**config.mk**
```make
export PLATFORM = sky130hd
export DESIGN_NAME = truth_table_sequencer_flat
export DESIGN_NICKNAME = d
export VERILOG_FILES = /design/src/rtl/truth_table_sequencer_if.sv /design/src/rtl/truth_table_sequencer.sv /design/src/flat_wrapper.sv
export SDC_FILE = /design/constraint.sdc
export NUM_CORES = 1
export LEC_CHECK = 0
export CAP_MARGIN = 40
export CELL_PAD_IN_SITES_DETAIL_PLACEMENT = 2
export CELL_PAD_IN_SITES_GLOBAL_PLACEMENT = 2
export CORE_MARGIN = 8
export CORE_UTILIZATION = 42
export DETAILED_ROUTE_END_ITERATION = 10
export GPL_TIMING_DRIVEN = 0
export HOLD_SLACK_MARGIN = 0.02
export PLACE_DENSITY = 0.88
export SLEW_MARGIN = 10
export SYNTH_ARGS = -nofsm -noshare
export SYNTH_HDL_FRONTEND = slang
export SYNTH_SLANG_ARGS = --single-unit
```
**constraint.sdc**
```tcl
create_clock -name clk -period 3.35 [get_ports clk]
set_clock_uncertainty 0.1 [all_clocks]
set_input_delay 0.335 -clock clk [delete_from_list [all_inputs] [get_ports clk]]
set_output_delay 0.335 -clock clk [all_outputs]
set_load 0.02 [all_outputs]
```
**src/rtl/truth_table_sequencer_if.sv**
```systemverilog
// Front-panel bundle of the truth-table sequencer: mode switches and push-button in,
// combination / function / wrap indicators out.
interface truth_table_sequencer_if #(
   parameter int unsigned N_VARS = 2
);
   logic [1:0]        mode;
   logic              step_btn;
   logic [N_VARS-1:0] var_led;
   logic              func_led;
   logic              wrap_pulse;

   modport master (
      output mode,
      output step_btn,
      input  var_led,
      input  func_led,
      input  wrap_pulse
   );

   modport slave (
      input  mode,
      input  step_btn,
      output var_led,
      output func_led,
      output wrap_pulse
   );
endinterface

```
**src/rtl/truth_table_sequencer.sv**
```systemverilog
// Walks every input combination of an N_VARS-input Boolean function, showing the
// combination and TRUTH[combination] on LEDs, stepped by a dwell timer or a debounced button.
module truth_table_sequencer #(
   parameter int unsigned                   N_VARS          = 2,
   parameter logic [(1 << N_VARS)-1:0]      TRUTH           = 4'b1011,
   parameter int unsigned                   DWELL_CYCLES    = 100_000_000,
   parameter int unsigned                   DEBOUNCE_CYCLES = 500_000
) (
   input  logic                      clk,
   input  logic                      rst_n,
   truth_table_sequencer_if.slave    bus
);

   localparam int unsigned DW_W = (DWELL_CYCLES    > 1) ? $clog2(DWELL_CYCLES)    : 1;
   localparam int unsigned DB_W = (DEBOUNCE_CYCLES > 1) ? $clog2(DEBOUNCE_CYCLES) : 1;

   typedef enum logic [1:0] {
      ST_UP   = 2'b00,
      ST_MAN  = 2'b01,
      ST_HOLD = 2'b10,
      ST_DOWN = 2'b11
   } state_t;

   state_t              r_state;
   state_t              w_state_nxt;

   logic                r_sync1;
   logic                r_sync2;
   logic                r_db_level;
   logic [DB_W-1:0]     r_db_cnt;
   logic                w_db_mismatch;
   logic                w_db_done;
   logic                w_db_rise;

   logic [N_VARS-1:0]   r_index;
   logic [N_VARS-1:0]   w_index_nxt;
   logic [DW_W-1:0]     r_dwell;
   logic [DW_W-1:0]     w_dwell_nxt;
   logic                w_dwell_term;
   logic                r_wrap;
   logic                w_wrap_nxt;

   logic [N_VARS-1:0]   r_var_led;
   logic                r_func_led;
   logic                r_wrap_pulse;

   // Two-flop synchroniser and level debouncer; a rise is flagged on the accepting cycle
   assign w_db_mismatch = (r_sync2 != r_db_level);
   assign w_db_done     = (r_db_cnt == DB_W'(DEBOUNCE_CYCLES - 1));
   assign w_db_rise     = w_db_mismatch & w_db_done & r_sync2;

   always_ff @(posedge clk or negedge rst_n) begin
      if (!rst_n) begin
         r_sync1    <= 1'b0;
         r_sync2    <= 1'b0;
         r_db_level <= 1'b0;
         r_db_cnt   <= '0;
      end else begin
         r_sync1 <= bus.step_btn;
         r_sync2 <= r_sync1;
         if (w_db_mismatch) begin
            if (w_db_done) begin
               r_db_level <= r_sync2;
               r_db_cnt   <= '0;
            end else begin
               r_db_cnt <= r_db_cnt + DB_W'(1);
            end
         end else begin
            r_db_cnt <= '0;
         end
      end
   end

   assign w_dwell_term = (r_dwell == DW_W'(DWELL_CYCLES - 1));

   // State register: the registered operating mode, plus index/dwell/wrap datapath
   always_ff @(posedge clk or negedge rst_n) begin
      if (!rst_n) begin
         r_state <= ST_UP;
         r_index <= '0;
         r_dwell <= '0;
         r_wrap  <= 1'b0;
      end else begin
         r_state <= w_state_nxt;
         r_index <= w_index_nxt;
         r_dwell <= w_dwell_nxt;
         r_wrap  <= w_wrap_nxt;
      end
   end

   // A mode change only restarts the dwell; button rises outside manual mode are dropped
   always_comb begin
      w_state_nxt = state_t'(bus.mode);
      w_index_nxt = r_index;
      w_dwell_nxt = r_dwell;
      w_wrap_nxt  = 1'b0;
      if (w_state_nxt != r_state) begin
         w_dwell_nxt = '0;
      end else begin
         case (r_state)
            ST_UP: begin
               if (w_dwell_term) begin
                  w_dwell_nxt = '0;
                  w_index_nxt = r_index + N_VARS'(1);
                  w_wrap_nxt  = &r_index;
               end else begin
                  w_dwell_nxt = r_dwell + DW_W'(1);
               end
            end
            ST_DOWN: begin
               if (w_dwell_term) begin
                  w_dwell_nxt = '0;
                  w_index_nxt = r_index - N_VARS'(1);
                  w_wrap_nxt  = ~|r_index;
               end else begin
                  w_dwell_nxt = r_dwell + DW_W'(1);
               end
            end
            ST_MAN: begin
               w_dwell_nxt = '0;
               if (w_db_rise) begin
                  w_index_nxt = r_index + N_VARS'(1);
                  w_wrap_nxt  = &r_index;
               end
            end
            default: begin
               w_dwell_nxt = r_dwell;
            end
         endcase
      end
   end

   // Output registers trail the index by one clock; the wrap strobe is kept aligned
   always_ff @(posedge clk or negedge rst_n) begin
      if (!rst_n) begin
         r_var_led    <= '0;
         r_func_led   <= TRUTH[0];
         r_wrap_pulse <= 1'b0;
      end else begin
         r_var_led    <= r_index;
         r_func_led   <= TRUTH[r_index];
         r_wrap_pulse <= r_wrap;
      end
   end

   assign bus.var_led    = r_var_led;
   assign bus.func_led   = r_func_led;
   assign bus.wrap_pulse = r_wrap_pulse;

endmodule
```
**src/flat_wrapper.sv**
```systemverilog
// flat-port wrapper written by rule: the top's interface ports become plain ports
module truth_table_sequencer_flat 
#(
   parameter int unsigned                   N_VARS          = 2,
   parameter logic [(1 << N_VARS)-1:0]      TRUTH           = 4'b1011,
   parameter int unsigned                   DWELL_CYCLES    = 100_000_000,
   parameter int unsigned                   DEBOUNCE_CYCLES = 500_000
)
  (clk, rst_n, bus_mode, bus_step_btn, bus_var_led, bus_func_led, bus_wrap_pulse);
  truth_table_sequencer_if #(.N_VARS(N_VARS)) bus_i ();
  input  logic clk;
  input  logic rst_n;
  input wire logic [$bits(bus_i.mode)-1:0] bus_mode;
  input wire logic [$bits(bus_i.step_btn)-1:0] bus_step_btn;
  output wire logic [$bits(bus_i.var_led)-1:0] bus_var_led;
  output wire logic [$bits(bus_i.func_led)-1:0] bus_func_led;
  output wire logic [$bits(bus_i.wrap_pulse)-1:0] bus_wrap_pulse;
  assign bus_i.mode = bus_mode;
  assign bus_i.step_btn = bus_step_btn;
  assign bus_var_led = bus_i.var_led;
  assign bus_func_led = bus_i.func_led;
  assign bus_wrap_pulse = bus_i.wrap_pulse;
  truth_table_sequencer #(.N_VARS(N_VARS), .TRUTH(TRUTH), .DWELL_CYCLES(DWELL_CYCLES), .DEBOUNCE_CYCLES(DEBOUNCE_CYCLES)) u_core (.clk(clk), .rst_n(rst_n), .bus(bus_i));
endmodule
```
Yosys cells after proc, flatten, opt, wreduce, memory -nomap -nowiden
Index checks and enable logic that the tools add are counted.
{ "classes": {"addsub": 4, "n_mux": 16, "n_bitwise": 3, "eq_ne": 9, "n_reduce_logical": 9, "n_lt_le_gt_ge": 1} }
{ "op_table": {"columns": ["cell", "count"], "rows": [
  ["two-way mux 27 bit", 2],
  ["one-hot mux 27 bit (2 select lines)", 1],
  ["two-way mux 19 bit", 2],
  ["adder 27 x 1 -> 27 bit (second input constant)", 1],
  ["equality test 27 bit (second input constant)", 1],
  ["adder 19 x 1 -> 19 bit (second input constant)", 1],
  ["equality test 19 bit (second input constant)", 1],
  ["two-way mux 2 bit", 3],
  ["inequality test 2 x 1 -> 1 bit (second input constant)", 3],
  ["one-hot mux 2 bit (3 select lines)", 1],
  ["nonzero test 3 bit", 2],
  ["two-way mux 1 bit", 5],
  ["AND reduction 5 bit", 1],
  ["AND reduction 2 bit", 2],
  ["OR reduction 2 bit", 2],
  ["less-than comparator 2 x 3 -> 1 bit (second input constant)", 1],
  ["one-hot mux 1 bit (3 select lines)", 1],
  ["adder 2 x 1 -> 2 bit (second input constant)", 1],
  ["bitwise AND 1 bit", 2],
  ["binary-select mux 1 bit (select 2 bit)", 1],
  ["equality test 2 x 1 -> 1 bit (second input constant)", 1],
  ["equality test 2 bit (second input constant)", 1],
  ["logical NOT 2 bit", 1],
  ["inequality test 2 bit", 1],
  ["other kinds (4)", 4]
]} }
{ "totals": {"register_bits": 58, "word_cells": 53} }

Depth between registers and ports, before layout
{ "depth": {"word_depth": 6, "ltp_mapped": 7} }

Least setup slack after synthesis
OpenSTA, ideal clock, no wires.
{ "synth_path": {"path_kind": "reg2reg", "start": "reg u_core.r_db_cnt[7]", "end": "reg u_core.r_index[1]", "path_slack_ns": 1.118, "arrival_ns": 2.008, "setup_ns": 0.124, "synth_period_minus_slack_ns": 2.232, "stages_incl_launch_ff": 6, "n_path_buf": 0, "cell_sequence": "dfrtp_1 or4b_1 or4_4 o41ai_2 o21ai_1 xnor2_1"} }
{ "synth_via": {"elab_chain_len": 5} }
{ "synth_lines": {"columns": ["element", "line", "source"], "rows": [
  ["start: declaration", "truth_table_sequencer.sv:30", "logic [DB_W-1:0] r_db_cnt;"],
  ["start signal: assignment", "truth_table_sequencer.sv:66", "r_db_cnt <= r_db_cnt + DB_W'(1);"],
  ["equality test 19 bit", "truth_table_sequencer.sv:49", "assign w_db_done = (r_db_cnt == DB_W'(DEBOUNCE_CYCLES - 1));"],
  ["bitwise AND 1 bit (2 in series)", "truth_table_sequencer.sv:50", "assign w_db_rise = w_db_mismatch & w_db_done & r_sync2;"],
  ["inequality test 2 x 1 -> 1 bit (no line)", null, null],
  ["AND reduction 5 bit (no line)", null, null],
  ["end signal: assignment", "truth_table_sequencer.sv:85", "r_index <= w_index_nxt;"],
  ["end: declaration", "truth_table_sequencer.sv:35", "logic [N_VARS-1:0] r_index;"]
]} }
Every way passes these cells.
A chain may end at the register's enable or synchronous reset.

Worst setup path in the final report
{ "layout_path": {"start": "reg u_core.r_dwell[17]", "end": "reg u_core.r_dwell[8]"} }
{ "layout_via": {"elab_chain_len": 4} }
{ "layout_lines": {"columns": ["element", "line", "source"], "rows": [
  ["start: declaration", "truth_table_sequencer.sv:37", "logic [DW_W-1:0] r_dwell;"],
  ["start signal: assignment", "truth_table_sequencer.sv:86", "r_dwell <= w_dwell_nxt;"],
  ["equality test 27 bit", "truth_table_sequencer.sv:74", "assign w_dwell_term = (r_dwell == DW_W'(DWELL_CYCLES - 1));"],
  ["two-way mux 27 bit", "truth_table_sequencer.sv:102, truth_table_sequencer.sv:111", null],
  ["one-hot mux 27 bit (2 select lines)", "truth_table_sequencer.sv:100", "case (r_state)"],
  ["two-way mux 27 bit", "truth_table_sequencer.sv:97", "if (w_state_nxt != r_state) begin"]
]} }
Every way passes these cells.

==> results_dict.tcl <==
set metrics [dict create \
    outcome "completed" \
    drive_above_1_share_pct 7.33 \
    cts-buffers-inserted 9 \
    dr.first_iter.drc_count 85 \
    synth.largest_area_cell "dfrtp_1" \
    clk_latency_ps 350 \
    fillers 752 \
    antennaDiodeCount 0 \
    track_usage_pct 20.8 \
    dp_hpwl_mm 6.05 \
    synth_top_cells_by_area "dfrtp_1 (48%), xnor2_1 (6.1%), a21oi_1 (4.5%)" \
    synth-adder-area-share_pct 0.833 \
    max_freq_mhz 343 \
    gp_congestion 0.792 \
    synth_top_area_share_pct 47.5 \
    htreeDepth 3 \
    min_period_ps 2920 \
    synth_fp_nets 323 \
    post-route-util_pct 48.8 \
    cp_max_fo 10 \
    clockBufferDepth 2 \
    crit_path_end_kind "register" \
    yosysSeqAreaShare_pct 48.4 \
    rows 31 \
    syn2layout_area_growth_pct 15.5 \
    core_area_mm2 0.00710 \
    syn_area_per_cell_um2 9.50 \
    cts_hold_buf 1 \
    portBuffers 8 \
    synth_top_family_by_area "simple AND/OR/NAND/NOR gates" \
    maxSlewViolCount 0 \
    synth.distinct_cells 48 \
    rsz0062_at_grt "false" \
    overflow 0 \
    tightest_slew_ps 815 \
    grt_max_degree 59 \
    drc_errors 0 \
    max_cap_violations 0 \
    cts_tree "done" \
    post_cts_resized 0 \
    p_leak_nw 1.30 \
    synth_compound_area_share_pct 11.7 \
    synth_simple_gate_area_share_pct 26.1 \
    hp-class "reg2reg" \
    slew_headroom_pct 45.2 \
    num_io_pins 9 \
    path_clk_slew_ps 80 \
    syn-cell-area_mm2 0.00300 \
    path_class "reg2reg" \
    synth_edf_count 0 \
    r2r-start "u_core.r_dwell[17]$_DFFE_PN0P_" \
    final_cells 440 \
    yosys_warnings 0 \
    root_buffer "clkbuf_8" \
    arrival_ps 3030 \
    p_per_area_mw_per_mm2 491 \
    layout.nets 343 \
    drtPass1Iterations 5 \
    grt_pass1_vias 2966 \
    wire_per_inst_um 22.0 \
    netlist_instances 316 \
    fin_crit_sh_pct 87.1 \
    initial_utilization_pct 42.3 \
    ir_worst_vdd_v 0.000236 \
    vias 2599 \
    grt_first_pass_wirelength_mm 16.2 \
    hold_viol 0 \
    hp-start "u_core.r_sync1$_DFF_PN0_" \
    start_kind "register" \
    post-synth-top-count-cell "dfrtp_1" \
    synth_flop_cell "dfrtp_1" \
    synth_xor_area_share_pct 9.33 \
    dp.cells 423 \
    cts_sinks 58 \
    ys_ff_latch 58 \
    ant_nets 0 \
    synthMuxAreaShare_pct 1.42 \
    antenna_found_initial 0 \
    synth_common_cells "dfrtp_1 (57), nor2_1 (35), a21oi_1 (27), nand2_1 (25)" \
    critPathRequiredTime_ps 3460 \
    die_w_um 101 \
    startpoint "u_core.r_dwell[17]$_DFFE_PN0P_" \
    setup_viol 0 \
    routed_via_density 5.91 \
    synthArstFlopShare_pct 100 \
    die_y_um 101 \
    die_area_mm2 0.0101 \
    wl_mm 9.66 \
    postCtsSetupRepairBufs 0 \
]
==> cell usage in the layout (no fill, tap or decap), drive strengths merged, types with 2 or more instances in the layout <==
master	instances
nand4	15
a31oi	2
or4b	2
buf	4
clkdlybuf4s50	7
o41ai	2
nand2	25
clkbuf	16
mux2i	2
bufinv	3
nor3	10
xor2	11
ha	2
a41oi	2
nor2	35
dfrtp	57
xnor2	21
nor4	7
o21ai	13
a21oi	27
and3	3
nand3	21
nor2b	5
a22o	3
and4	8
mux2	2
inv	10
or3	5
or4	3
==> registers in the layout, summed over array words and instances (netlist names) <==
register	count
u_core.r_db_level	1
u_core.bus.wrap_pulse	1
u_core.r_index	2
u_core.r_wrap	1
u_core.r_state	2
u_core.r_sync1	1
u_core.bus.func_led	1
u_core.r_sync2	1
u_core.r_dwell	27
u_core.bus.var_led	2
u_core.r_db_cnt	19
==> kinds of logic after synthesis <==
kind of cell,after synthesis
AND/OR/NAND/NOR,147
buffers and inverters,17
multiplexers,4
adder cells (fa/ha/maj),2
AO/OA/AOI/OAI,56
flip-flops,58
XOR/XNOR,32
==> per-stage QoR <==
step	setup TNS, ps	worst slack, ps	area (µm²)	power (mW)	hold WS (ps)
2_1_floorplan	0	1120	3000	0.810	-60.6
3_3_place_gp	-1650	-32.9	3210	0.864	232
3_5_place_dp	0	414	3200	0.871	243
4_1_cts	0	466	3470	1.71	263
5_1_grt	0	208	3470	1.76	271
6_report	0	432	3470	1.70	261
==> report_power, final <==
group	internal, mW	switching, mW	total, mW	leakage, nW
clock network	0.536	0.305	0.840	0.123
logic	0.0441	0.0740	0.118	0.391
registers	0.725	0.0188	0.744	0.790
==> worst paths after layout <==
kind,end,slack (ps),cells past startpoint
max,u_core.r_dwell[8]$_DFFE_PN0P_,430,6
min,u_core.r_sync2$_DFF_PN0_,260,0
max reg2reg,u_core.r_dwell[8]$_DFFE_PN0P_,430,6
min reg2reg,u_core.r_sync2$_DFF_PN0_,260,0
max in group asynchronous,u_core.r_dwell[2]$_DFFE_PN0P_,2120,2
min in group asynchronous,u_core.r_state[0]$_DFF_PN0_,520,2
==> layer usage <==
| layer | vias to the layer above | routed length [µm] | track usage (%) |
|---|---|---|---|
| li1 | 1184 | - | - |
| met1 | 1342 | 4000 | 23.6 |
| met2 | 53 | 5110 | 36.9 |
| met3 | 20 | 336 | 5.25 |
| met4 | 0 | 216 | 7.33 |
| met5 | - | 0 | 0 |
==> critical path, stage by stage (launching register included) <==
cell,delay (ps)
dfrtp_1,470
nor4_1,590
nand4_1,380
nor2_1,400
nand2b_1,270
clkbuf_1,410
a21oi_1,160
==> layout make-up <==
type                       count  area [µm²]  area share (%)
multi-input combinational    241        1480            42.7
clock inverter                 4        97.6            2.81
sequential                    58        1450            41.9
clock buffer                  12         155            4.47
inverter                      10        37.5            1.08
tap                           99         124            3.57
timing repair buffer           9        87.6            2.53
buffer                         7        31.3           0.902
(Power assumes the default switching activity.)
